$ cat config.mk
export PLATFORM = sky130hd
export DESIGN_NAME = midi_event_tx
export DESIGN_NICKNAME = d
export VERILOG_FILES = /design/src/rtl/synth_pkg.sv /design/src/rtl/midi_uart_tx.sv /design/src/rtl/midi_event_tx.sv
export SDC_FILE = /design/constraint.sdc
export NUM_CORES = 1
export LEC_CHECK = 0
export BUFFER_PORTS_ARGS = -buffer_cell sky130_fd_sc_hd__buf_2
export CAP_MARGIN = 20
export CORE_MARGIN = 8
export CORE_UTILIZATION = 50
export CTS_BUF_LIST = sky130_fd_sc_hd__clkbuf_16
export CTS_CLUSTER_DIAMETER = 200
export DETAILED_ROUTE_END_ITERATION = 8
export PLACE_DENSITY = 0.71
export SYNTH_ARGS = -nofsm -noshare
export SYNTH_HDL_FRONTEND = slang
export SYNTH_SLANG_ARGS = --single-unit
$ cat constraint.sdc
create_clock -name reg_clk -period 3.55 [get_ports reg_clk]
set_input_delay 0.1775 -clock reg_clk [delete_from_list [all_inputs] [get_ports reg_clk]]
set_output_delay 0.1775 -clock reg_clk [all_outputs]
set_load 0.05 [all_outputs]
$ cat src/rtl/synth_pkg.sv
// rtl/synth_pkg.sv - shared event encodings, status nibbles and FSM states for the MIDI transmitter
package synth_pkg;

   typedef enum logic [2:0] {
      EV_NOTE_OFF = 3'd0,
      EV_NOTE_ON  = 3'd1,
      EV_CONTROL  = 3'd2,
      EV_PROGRAM  = 3'd3,
      EV_PITCH    = 3'd4
   } ev_type_e;

   localparam logic [3:0] NIB_NOTE_OFF = 4'h8;
   localparam logic [3:0] NIB_NOTE_ON  = 4'h9;
   localparam logic [3:0] NIB_CONTROL  = 4'hB;
   localparam logic [3:0] NIB_PROGRAM  = 4'hC;
   localparam logic [3:0] NIB_PITCH    = 4'hE;

   typedef enum logic [1:0] {
      ST_IDLE,
      ST_STATUS,
      ST_DATA1,
      ST_DATA2
   } state_e;

   function automatic logic [3:0] status_nibble(input logic [2:0] t);
      case (t)
         EV_NOTE_ON: status_nibble = NIB_NOTE_ON;
         EV_CONTROL: status_nibble = NIB_CONTROL;
         EV_PROGRAM: status_nibble = NIB_PROGRAM;
         EV_PITCH:   status_nibble = NIB_PITCH;
         default:    status_nibble = NIB_NOTE_OFF;
      endcase
   endfunction

   function automatic logic is_reserved(input logic [2:0] t);
      return t > EV_PITCH;
   endfunction

endpackage

$ cat src/rtl/midi_uart_tx.sv
// rtl/midi_uart_tx.sv - 8N1 byte serializer; ready rises in the last stop-bit cycle so the
// next byte can follow with no idle gap.
module midi_uart_tx #(
   parameter int BAUD_DIV = 1600
) (
   input  logic       clk_i,
   input  logic       rst_i,
   input  logic       load_i,
   input  logic [7:0] byte_i,
   output logic       ready_o,
   output logic       txd_o
);

   localparam int BW = $clog2(BAUD_DIV + 1);
   localparam logic [BW-1:0] BAUD_LAST = BW'(BAUD_DIV - 1);

   logic          active_q, active_d;
   logic [BW-1:0] baud_q, baud_d;
   logic [3:0]    bit_q, bit_d;
   logic [8:0]    shift_q, shift_d;
   logic          txd_q, txd_d;
   logic          bit_end, frame_end;

   assign bit_end   = (baud_q == BAUD_LAST);
   assign frame_end = active_q && bit_end && (bit_q == 4'd9);
   assign ready_o   = !active_q || frame_end;
   assign txd_o     = txd_q;

   always_comb begin
      active_d = active_q;
      baud_d   = baud_q;
      bit_d    = bit_q;
      shift_d  = shift_q;
      txd_d    = txd_q;
      if (load_i && ready_o) begin
         // shift register holds data plus the stop bit; start bit goes straight to the line
         active_d = 1'b1;
         baud_d   = '0;
         bit_d    = 4'd0;
         shift_d  = {1'b1, byte_i};
         txd_d    = 1'b0;
      end else if (active_q) begin
         if (bit_end) begin
            baud_d = '0;
            if (bit_q == 4'd9) begin
               active_d = 1'b0;
               txd_d    = 1'b1;
            end else begin
               txd_d   = shift_q[0];
               shift_d = {1'b1, shift_q[8:1]};
               bit_d   = bit_q + 4'd1;
            end
         end else begin
            baud_d = baud_q + 1'b1;
         end
      end
   end

   always_ff @(posedge clk_i) begin
      if (rst_i) begin
         active_q <= 1'b0;
         baud_q   <= '0;
         bit_q    <= 4'd0;
         shift_q  <= '1;
         txd_q    <= 1'b1;
      end else begin
         active_q <= active_d;
         baud_q   <= baud_d;
         bit_q    <= bit_d;
         shift_q  <= shift_d;
         txd_q    <= txd_d;
      end
   end

endmodule

$ cat src/rtl/midi_event_tx.sv
// rtl/midi_event_tx.sv - MIDI event framer: latches one event, applies running status and
// feeds status/data bytes to the serializer back-to-back.
module midi_event_tx
   import synth_pkg::*;
#(
   parameter int BAUD_DIV       = 1600,
   parameter int RUNNING_STATUS = 1
) (
   input  logic       reg_clk,
   input  logic       reset_reg,
   input  logic [3:0] midi_ch,
   input  logic       ev_valid,
   output logic       ev_ready,
   input  logic [2:0] ev_type,
   input  logic [6:0] ev_data1,
   input  logic [6:0] ev_data2,
   output logic       midi_txd,
   output logic       busy
);

   state_e     state_q, state_d, next_st, load_sel;
   logic [3:0] ch_q, ch_d;
   logic [2:0] type_q, type_d;
   logic [6:0] d1_q, d1_d, d2_q, d2_d;
   logic [7:0] last_q, last_d;
   logic       lead_q, lead_d;
   logic       sent_q, sent_d;
   logic       hold_q, hold_d;
   logic       accept, load, uart_ready;
   logic [7:0] tx_byte, status_in, status_cur;

   assign ev_ready   = (state_q == ST_IDLE) && !hold_q;
   assign busy       = ~ev_ready;
   assign accept     = ev_valid && ev_ready && !reset_reg;
   assign status_in  = {status_nibble(ev_type), midi_ch};
   assign status_cur = {status_nibble(type_q), ch_q};

   // lead_q spends one cycle after accept so the first start bit lands two cycles out;
   // sent_q marks that the current state's byte is already in the serializer.
   always_comb begin
      state_d  = state_q;
      ch_d     = ch_q;
      type_d   = type_q;
      d1_d     = d1_q;
      d2_d     = d2_q;
      last_d   = last_q;
      sent_d   = sent_q;
      lead_d   = 1'b0;
      hold_d   = 1'b0;
      load     = 1'b0;
      load_sel = state_q;
      case (state_q)
         ST_STATUS: next_st = ST_DATA1;
         ST_DATA1:  next_st = (type_q == EV_PROGRAM) ? ST_IDLE : ST_DATA2;
         default:   next_st = ST_IDLE;
      endcase
      if (state_q == ST_IDLE) begin
         if (accept) begin
            ch_d   = midi_ch;
            type_d = ev_type;
            d1_d   = ev_data1;
            d2_d   = ev_data2;
            sent_d = 1'b0;
            if (is_reserved(ev_type)) begin
               hold_d = 1'b1;
            end else begin
               lead_d = 1'b1;
               if ((RUNNING_STATUS != 0) && (status_in == last_q)) state_d = ST_DATA1;
               else state_d = ST_STATUS;
            end
         end
      end else if (!lead_q) begin
         if (!sent_q) begin
            load   = 1'b1;
            sent_d = 1'b1;
            if (state_q == ST_STATUS) last_d = status_cur;
         end else if (uart_ready) begin
            // hand over the next byte on the same edge the current frame ends
            state_d = next_st;
            if (next_st != ST_IDLE) begin
               load     = 1'b1;
               load_sel = next_st;
            end else begin
               sent_d = 1'b0;
            end
         end
      end
      case (load_sel)
         ST_STATUS: tx_byte = status_cur;
         ST_DATA2:  tx_byte = {1'b0, d2_q};
         default:   tx_byte = {1'b0, d1_q};
      endcase
   end

   always_ff @(posedge reg_clk) begin
      if (reset_reg) begin
         state_q <= ST_IDLE;
         ch_q    <= 4'd0;
         type_q  <= 3'd0;
         d1_q    <= 7'd0;
         d2_q    <= 7'd0;
         last_q  <= 8'h00;
         lead_q  <= 1'b0;
         sent_q  <= 1'b0;
         hold_q  <= 1'b0;
      end else begin
         state_q <= state_d;
         ch_q    <= ch_d;
         type_q  <= type_d;
         d1_q    <= d1_d;
         d2_q    <= d2_d;
         last_q  <= last_d;
         lead_q  <= lead_d;
         sent_q  <= sent_d;
         hold_q  <= hold_d;
      end
   end

   midi_uart_tx #(
      .BAUD_DIV(BAUD_DIV)
   ) u_uart (
      .clk_i  (reg_clk),
      .rst_i  (reset_reg),
      .load_i (load),
      .byte_i (tx_byte),
      .ready_o(uart_ready),
      .txd_o  (midi_txd)
   );

endmodule

# After elaboration in Yosys (flattened, before gate mapping)
# Index checks and enable logic that the tools add are counted.
[word_totals]
output_inout_bits = 3
in_bits = 24
ff_bits = 59
elab_cells = 109
[classes]
n_bitwise = 6
addsub = 2
n_lt_le_gt_ge = 1
muxes = 42
n_reduce_logical = 25
n_eq_ne = 19
[ops]
columns = ["operator", "n"]
rows = [
  ["two-way mux 8 bit", 4],
  ["two-way mux 2 bit", 13],
  ["case mux 3 bit (4 select lines)", 2],
  ["two-way mux 1 bit", 20],
  ["case mux 8 bit (2 select lines)", 1],
  ["equality test 3 x 2 -> 1 bit (second input constant)", 4],
  ["adder 11 x 1 -> 11 bit (second input constant)", 1],
  ["equality test 11 bit (second input constant)", 1],
  ["two-way mux 11 bit", 1],
  ["nonzero test 2 bit", 5],
  ["equality test 8 bit", 1],
  ["equality test 3 x 1 -> 1 bit (second input constant)", 2],
  ["equality test 3 bit (second input constant)", 2],
  ["logical AND 1 bit", 6],
  ["inequality test 2 bit (second input constant)", 3],
  ["NOT 1 bit", 6],
  ["AND reduction 2 bit", 3],
  ["AND reduction 3 bit", 2],
  ["AND reduction 5 bit", 1],
  ["adder 4 x 1 -> 4 bit (second input constant)", 1],
  ["equality test 2 x 1 -> 1 bit (second input constant)", 2],
  ["equality test 2 bit (second input constant)", 2],
  ["equality test 4 bit (second input constant)", 1],
  ["case mux 2 bit (2 select lines)", 1],
  ["other kinds (8)", 10],
]

# Longest topological paths before layout
# Gate-level depths: netlist of run 1.
[logic_depth]
ltp_word = 12
depth_mapped = 11

# By module
# A second synthesis of run 1 with hierarchy kept.
[hier_totals]
hier_cells = 337
area_unflattened_um2 = 2926.6
[by_module_without_submodules]
columns = ["module", "n_inst", "area_each_um2", "cells_each", "seq_area_each_um2"]
rows = [
  ["midi_event_tx", 1, 1730.4, 214, 680.7],
  ["midi_uart_tx", 1, 1196.1, 123, 500.5],
]

# Least setup slack after synthesis of run 1
# OpenSTA, ideal clock, no wires.
[synth_timing]
kind = "flip-flop to flip-flop"
from = "register state_q[1]"
to = "register state_q[0]"
path_stages_with_launch = 12
t_arrival_ps = 2954
n_path_buf = 2
setup_time_ps = 70
slack_ps = 525
cell_sequence = "dfxtp_1 > clkbuf_1 > inv_1 > ha_1 > clkbuf_1 > nand2b_1 > inv_1 > nand2_1 > nor2_1 > o221ai_1 > or3_1 > a21oi_1"
[synth_between]
elab_chain_cells = 6
elab_cells_between_ends = 17
cone_classes = "eq/ne: 5; mux: 5; reduce/logical: 7"
[synth_rtl]
columns = ["element", "line", "rtl"]
rows = [
  ["from (decl)", "midi_event_tx.sv:21", "state_e state_q, state_d, next_st, load_sel;"],
  ["from (signal assigned)", "midi_event_tx.sv:107", "state_q <= state_d;"],
  ["logical NOT 2 bit", "midi_event_tx.sv:32", "assign ev_ready = (state_q == ST_IDLE) && !hold_q;"],
  ["logical AND 1 bit", "midi_event_tx.sv:32", ""],
  ["net ev_ready", "midi_event_tx.sv:13", "output logic ev_ready,"],
  ["logical AND 1 bit (2 in a row)", "midi_event_tx.sv:34", "assign accept = ev_valid && ev_ready && !reset_reg;"],
  ["inequality test 2 bit (no line)", "-", ""],
  ["AND reduction 5 bit (no line)", "-", ""],
]
# The timed path passes the listed nets, and every way through them passes these cells. The select of a mux whose other input is x is not followed.
# A chain may end at the register's enable or synchronous reset.

# Final worst setup path of run 1
[layout_timing]
from = "register state_q[1]"
to = "register u_uart.shift_q[5]"
[layout_between]
elab_chain_cells = 11
elab_cells_between_ends = 24
cone_classes = "eq/ne: 5; mux: 13; reduce/logical: 6"
[layout_rtl]
columns = ["element", "line", "rtl"]
rows = [
  ["equality test 2 bit / equality test 2 x 1 -> 1 bit (equally long branches)", "midi_event_tx.sv:52", "case (state_q)"],
  ["case mux 2 bit (2 select lines)", "midi_event_tx.sv:52", ""],
  ["nonzero test 2 bit", "midi_event_tx.sv:80", "if (next_st != ST_IDLE) begin"],
  ["two-way mux 2 bit / two-way mux 1 bit (equally long branches)", "midi_event_tx.sv:80", ""],
  ["two-way mux 2 bit / two-way mux 1 bit (equally long branches)", "midi_event_tx.sv:77", "end else if (uart_ready) begin"],
  ["two-way mux 2 bit / two-way mux 1 bit (equally long branches)", "midi_event_tx.sv:73", "if (!sent_q) begin"],
  ["two-way mux 2 bit / two-way mux 1 bit (equally long branches)", "midi_event_tx.sv:72", "end else if (!lead_q) begin"],
  ["two-way mux 2 bit / two-way mux 1 bit (equally long branches)", "midi_event_tx.sv:57", "if (state_q == ST_IDLE) begin"],
  ["equality test 2 bit (tied with other cells)", "midi_event_tx.sv:88", "case (load_sel)"],
  ["case mux 8 bit (2 select lines) (tied with other cells)", "midi_event_tx.sv:88", ""],
  ["two-way mux 8 bit / AND reduction 3 bit (equally long branches)", "-", ""],
  ["to (signal assigned)", "midi_uart_tx.sv:70", "shift_q <= shift_d;"],
  ["to (decl)", "midi_uart_tx.sv:20", "logic [8:0] shift_q, shift_d;"],
]
# Several ways; a longest one is shown, not always the timed one.

==> impl_metrics.env, run 1 <==
export IMPL_status="finished, final reports clean"
export IMPL_syn_nets=417
export IMPL_clk_latency_ns=0.33
export IMPL_ys_types=51
export IMPL_power_share_combinational_pct=17.9
export IMPL_timing_final_crit_share_pct=81.7
export IMPL_cts_sinks=59
export IMPL_end_kind="flip-flop"
export IMPL_p_sw_uw=557
export IMPL_r2r_cells=8
export IMPL_cts_made_buffers=9
export IMPL_drive_above_1_share_pct=12.2
export IMPL_ys_ff_latch=59
export IMPL_hold_start="ev_data1[6]"
export IMPL_rsz0062_at_grt="false"
export IMPL_overflow=0
export IMPL_leakagePower_nw=1.32
export IMPL_wl_microns=7250
export IMPL_critPathSlowestCell="dfxtp_1"
export IMPL_hold_depth=3
export IMPL_crit_chain="inv_1, ha_1, or3b_1, o31ai_1, buf_4, nor3b_2, a21boi_0, a21oi_1"
export IMPL_drcViolationCount=0
export IMPL_p_sw_share_pct=28.8
export IMPL_fin_crit_ns=2.90
export IMPL_power_frac_seq_pct=40.0
export IMPL_routed_via_density=5.69
export IMPL_fmax_ghz=0.345
export IMPL_synth_edff_count=0
export IMPL_die_width_microns=94.5
export IMPL_synth_area_sq_um=3080
export IMPL_diodes=0
export IMPL_worst_ep_required_time_ns=3.76
export IMPL_worst_setup_path_type="reg -> reg"
export IMPL_layout_common_cells="67 x nand2_1, 59 x dfxtp_1, 51 x a21oi_1"
export IMPL_startpoint_type="flip-flop"
export IMPL_finalHoldViolCount=0
export IMPL_antenna_found_initial=0
export IMPL_ys_flop_type="dfxtp_1"
export IMPL_cp_top_family="simple AND/OR/NAND/NOR gates"
export IMPL_drtPass1Iterations=5
export IMPL_power_density_nw_per_um2=547
export IMPL_initial_core_util_pct=51.7
export IMPL_dr_first_iter_drc_count=178
export IMPL_wl_per_cell_microns=14.9
export IMPL_ys_seq_area_share_pct=38.3
export IMPL_syn_avg_cell_area_sq_um=7.98
export IMPL_die_area_sq_um=8930
export IMPL_r2r_end="u_uart.shift_q[5]"
export IMPL_postSynthCellCount=386
export IMPL_postCtsSetupBuffers=0
export IMPL_holdPathEnd="d1_q[6]"
export IMPL_cts_tree="done"
export IMPL_cap_violations=0
export IMPL_slew_viol_final=0
export IMPL_clkPwrFrac_pct=42.1
export IMPL_setup_viol=0
export IMPL_fin_skew_ns=0.00470
export IMPL_clkTransAtPathRegs_ns=0.05
export IMPL_die_h_microns=94.5
export IMPL_hpwlAfterDp_microns=5060
export IMPL_cts_resized_gates=0
export IMPL_cp_data_arrival_time_ns=3.11
export IMPL_root_buffer="clkbuf_16"
export IMPL_reg2reg_slack_ns=0.65
export IMPL_final_net_count=438
export IMPL_synth_area_leaders="dfxtp_1 38%, a21oi_1 8.3%, nand2_1 8.2%"
export IMPL_place_congestion=0.927
export IMPL_crit_fanout=11
export IMPL_final_common_cell="nand2_1"
export IMPL_grt_usage_pct=17.4
export IMPL_p_int_mw=1.38
export IMPL_finalSetupTns_ns=0
export IMPL_fp_row_count=28
export IMPL_critPathBufInv=2
export IMPL_htree_levels=3
export IMPL_vdd_ir_drop_max_mv=0.378
export IMPL_core_sq_um=5960
export IMPL_cts_hold_buf=0
export IMPL_via_count=2759
export IMPL_first_global_vias=2585
export IMPL_grt_max_degree=48
export IMPL_max_stage_delay_ns=0.61
export IMPL_io_buffer_count=26
export IMPL_yosysWarningCount=0
export IMPL_postSynth_asyncResetShare_pct=0
export IMPL_fin_area_sq_um=3540
export IMPL_hp_class="in -> reg"
export IMPL_worst_pin_slew_ns=0.842
export IMPL_grt_pass1_wl_microns=12300
export IMPL_synth_top_area_cell="dfxtp_1"
export IMPL_syn_to_final_growth_pct=14.7
export IMPL_place_area_sq_um=3260
export IMPL_postRouteAntennaNets=0
export IMPL_cts_buffer_depth=2
export IMPL_reg2reg_from="state_q[1]"
export IMPL_netlist_area_leader_share_pct=38.3
export IMPL_slew_headroom_pct=43.9
export IMPL_io_pins=27
==> sequential cells by signal (all words and copies together) (netlist names) <==
| register | count |
|---|---|
| u_uart.txd_o | 1 |
| sent_q | 1 |
| type_q | 3 |
| u_uart.baud_q | 11 |
| hold_q | 1 |
| u_uart.shift_q | 8 |
| d1_q | 7 |
| u_uart.bit_q | 4 |
| last_q | 8 |
| state_q | 2 |
| ch_q | 4 |
| u_uart.active_q | 1 |
| lead_q | 1 |
| d2_q | 7 |
==> through the flow <==
stage                     instances  util [%]  worst slack (ns)  hold slack [ns]  total power [mW]
after detailed placement        471      54.8             0.697            0.424              1.13
after global routing            485      59.4             0.519           0.0919              2.02
after floorplan                 386         -             0.525            0.313              1.04
after CTS                       485      59.4             0.693           0.0868              1.94
after global placement          471      54.8             0.825            0.417              1.12
final                           485      59.4             0.648           0.0872              1.93
==> layer usage <==
layer	routed length, microns	global-route usage, %	vias up	share of wire, %
met5	0	0	-	0
met4	156	8.45	0	2.2
met3	329	4.60	12	4.5
met2	3300	26.2	75	46
met1	3460	22.5	1279	48
li1	-	-	1393	-
==> synth_stat cells (2+ instances only) <==
cell / count
a211oi_1: 4
a21o_1: 2
a21oi_1: 51
a31oi_1: 5
and2_1: 3
and3_1: 9
and3b_1: 2
buf_2: 2
clkbuf_1: 18
dfxtp_1: 59
ha_1: 7
inv_1: 6
mux2i_1: 17
nand2_1: 67
nand2b_1: 9
nand3_1: 10
nand3b_1: 3
nand4_1: 4
nor2_1: 35
nor3_1: 5
nor3b_1: 2
o21a_1: 3
o21ai_0: 8
o21bai_1: 3
o22ai_1: 6
o31ai_1: 2
or3_1: 5
xnor2_1: 11
xor2_1: 6
==> kinds of logic after synthesis <==
family / after synthesis / share of synthesized area, %
mux: 20 / 7.06
simple gates: 165 / 25.9
buf+inv: 26 / 3.25
flops: 59 / 38.3
fa+ha+maj: 7 / 2.84
compound gates: 92 / 17.7
xor+xnor: 17 / 4.83
==> power by group through the flow <==
| stage | clock [mW] | sequential, mW | combinational, mW |
|---|---|---|---|
| 2_1_floorplan | 0 | 0.769 | 0.266 |
| 3_3_place_gp | 0 | 0.784 | 0.338 |
| 3_5_place_dp | 0 | 0.785 | 0.343 |
| 4_1_cts | 0.819 | 0.772 | 0.346 |
| 5_1_grt | 0.857 | 0.782 | 0.383 |
| 6_report | 0.814 | 0.773 | 0.347 |
==> worst register-to-register path, stage by stage (launching register included) <==
cell and delay (ns):
dfxtp_1 0.61, inv_1 0.22, ha_1 0.37, or3b_1 0.51, o31ai_1 0.25, buf_4 0.21, nor3b_2 0.31, a21boi_0 0.23
a21oi_1 0.08
==> final cells by class <==
type / instances / area [sq um]
flip-flops and latches: 59 / 1180
well taps: 75 / 93.8
inverters: 6 / 22.5
repair buffers: 30 / 160
clock buffers: 9 / 225
clock inverters: 5 / 46.3
fillers: 545 / 2420
multi-input cells: 301 / 1810
==> how the worst max path moves through the flow <==
| stage | startpoint | to | slack, ns | cells after the start |
|---|---|---|---|---|
| floorplan | state_q[1] | state_q[0] | 0.53 | 11 |
| global placement | state_q[1] | u_uart.shift_q[5] | 0.82 | 8 |
| detailed placement | state_q[1] | u_uart.shift_q[5] | 0.70 | 8 |
| CTS | state_q[1] | u_uart.shift_q[5] | 0.69 | 8 |
| global route | state_q[1] | u_uart.shift_q[5] | 0.52 | 8 |
| finish | state_q[1] | u_uart.shift_q[5] | 0.65 | 8 |
Note: power is estimated with default switching activity, not from simulation.
==> run 2, diff against run 1 <==
Clock period 3.55 ns to 2.89 ns, I/O delays scaled along.
==> impl_metrics.env, run 2 (synthesis gave the netlist of run 1 again) <==
export IMPL_place_congestion=0.888
export IMPL_layout_common_cells="67 x nand2_1, 59 x dfxtp_1, 51 x a21oi_1"
export IMPL_antenna_found_initial=0
export IMPL_slew_headroom_pct=51.7
export IMPL_timing_final_crit_share_pct=83.7
export IMPL_startpoint_type="flip-flop"
export IMPL_routed_via_density=5.79
export IMPL_reg2reg_slack_ns=0.47
export IMPL_wl_microns=7190
export IMPL_end_kind="flip-flop"
export IMPL_syn_to_final_growth_pct=15.6
export IMPL_met3_length_microns=297
export IMPL_reg2reg_from="u_uart.baud_q[9]"
export IMPL_grt_pass1_wl_microns=12400
export IMPL_fin_area_sq_um=3560
export IMPL_fmax_ghz=0.413
export IMPL_cts_buffer_depth=2
export IMPL_cts_sinks=59
export IMPL_met1_length_microns=3400
export IMPL_grt_max_degree=31
export IMPL_htree_levels=3
export IMPL_top_regs="u_uart.baud_q x11, last_q x8, u_uart.shift_q x8"
export IMPL_slew_viol_final=0
export IMPL_largest_register="u_uart.baud_q"
export IMPL_cp_top_family="compound AO/OA/AOI/OAI gates"
export IMPL_place_area_sq_um=3310
export IMPL_core_sq_um=5960
export IMPL_hp_class="in -> reg"
export IMPL_io_buffer_count=26
export IMPL_final_net_count=443
export IMPL_cp_data_arrival_time_ns=2.62
export IMPL_cts_resized_gates=0
export IMPL_setup_viol=0
export IMPL_io_pins=27
export IMPL_cap_violations=0
export IMPL_max_stage_delay_ns=0.54
export IMPL_via_count=2850
export IMPL_fin_skew_ns=0.00685
export IMPL_vdd_ir_drop_max_mv=0.356
export IMPL_cts_tree="done"
export IMPL_cts_made_buffers=9
export IMPL_die_area_sq_um=8930
export IMPL_r2r_cells=5
export IMPL_first_global_vias=2719
export IMPL_wl_per_cell_microns=14.6
export IMPL_dr_first_iter_drc_count=173
export IMPL_holdPathEnd="d2_q[5]"
export IMPL_finalHoldViolCount=0
export IMPL_cts_hold_buf=0
export IMPL_postRouteAntennaNets=0
export IMPL_fin_crit_ns=2.42
export IMPL_worst_ep_required_time_ns=3.09
export IMPL_die_h_microns=94.5
export IMPL_r2r_end="u_uart.shift_q[6]"
export IMPL_hold_depth=3
export IMPL_largest_reg_flops=11
export IMPL_crit_chain="or3b_4, o41ai_2, and3_1, o21ai_0, o32a_1"
export IMPL_rsz0062_at_grt="false"
export IMPL_crit_fanout=12
export IMPL_fp_row_count=28
export IMPL_leakagePower_nw=1.35
export IMPL_worst_setup_path_type="reg -> reg"
export IMPL_clk_latency_ns=0.32
export IMPL_postCtsSetupBuffers=0
export IMPL_grt_usage_pct=17.1
export IMPL_drive_above_1_share_pct=13.7
export IMPL_root_buffer="clkbuf_16"
export IMPL_hold_start="ev_data2[5]"
export IMPL_drcViolationCount=0
export IMPL_status="finished, final reports clean"
export IMPL_critPathSlowestCell="o41ai_2"
export IMPL_worst_pin_slew_ns=0.724
export IMPL_finalSetupTns_ns=0
export IMPL_power_density_nw_per_um2=644
export IMPL_die_width_microns=94.5
export IMPL_clkTransAtPathRegs_ns=0.05
export IMPL_initial_core_util_pct=51.7
export IMPL_final_common_cell="nand2_1"
export IMPL_critPathBufInv=0
export IMPL_highest_layer="met4"
export IMPL_hpwlAfterDp_microns=5170
export IMPL_diodes=0
export IMPL_route_met2_wl_microns=3410
export IMPL_drtPass1Iterations=5
export IMPL_overflow=0
-- run 2: cell types whose count changed in the layout (fill, tap and decap cells not counted), sizes merged --
cell	delta
clkinvlp	+1
bufinv	-1
inv	+2
buf	+5
-- run 2: worst max-delay path by stage --
stage                           startpoint                 to  slack, ns  cells past startpoint
final                     u_uart.baud_q[9]  u_uart.shift_q[6]       0.47                      5
after global routing      u_uart.baud_q[7]  u_uart.shift_q[6]       0.35                      5
after CTS                 u_uart.baud_q[9]  u_uart.shift_q[4]       0.49                      6
after detailed placement  u_uart.baud_q[9]  u_uart.shift_q[6]       0.54                      5
after global placement    u_uart.baud_q[7]  u_uart.shift_q[4]       0.57                      6
after floorplan                 state_q[1]         state_q[1]       0.12                     11
-- run 2: power breakdown --
part	total, mW	switching, mW	internal (mW)
Sequential	0.946	0.0630	0.883
Combinational	0.441	0.271	0.170
Clock	0.906	0.346	0.559
-- run 2: through the flow --
stage               setup WS (ns)  power [mW]  util [%]  instances  hold slack [ns]
finish                      0.471        2.29      59.8        492           0.0601
global route                0.346        2.40      59.8        492           0.0580
CTS                         0.487        2.30      59.8        492           0.0545
detailed placement          0.537        1.39      55.5        476            0.390
global placement            0.572        1.39      55.5        476            0.385
floorplan                   0.117        1.28         -        386            0.280
-- run 2: tightest hold or removal path, stage by stage --
cell and delay, ns:
buf_2 0.09, nand2_1 0.04, a21oi_1 0.05
-- run 2: area by class of cell --
cell class                      count  area, sq um
Multi-Input combinational cell    301         1810
Inverter                            6         26.3
Fill cell                         581         2390
Clock inverter                      7         28.8
Sequential cell                    59         1180
Timing Repair Buffer               35          198
Tap cell                           75         93.8
Clock buffer                        9          225
-- run 2: layer usage --
metal  track usage (%)  vias to the layer above
met5                 0                        -
met4              6.50                        0
met3              4.84                       10
met2              26.7                       77
met1              21.9                     1352
li1                  -                     1411
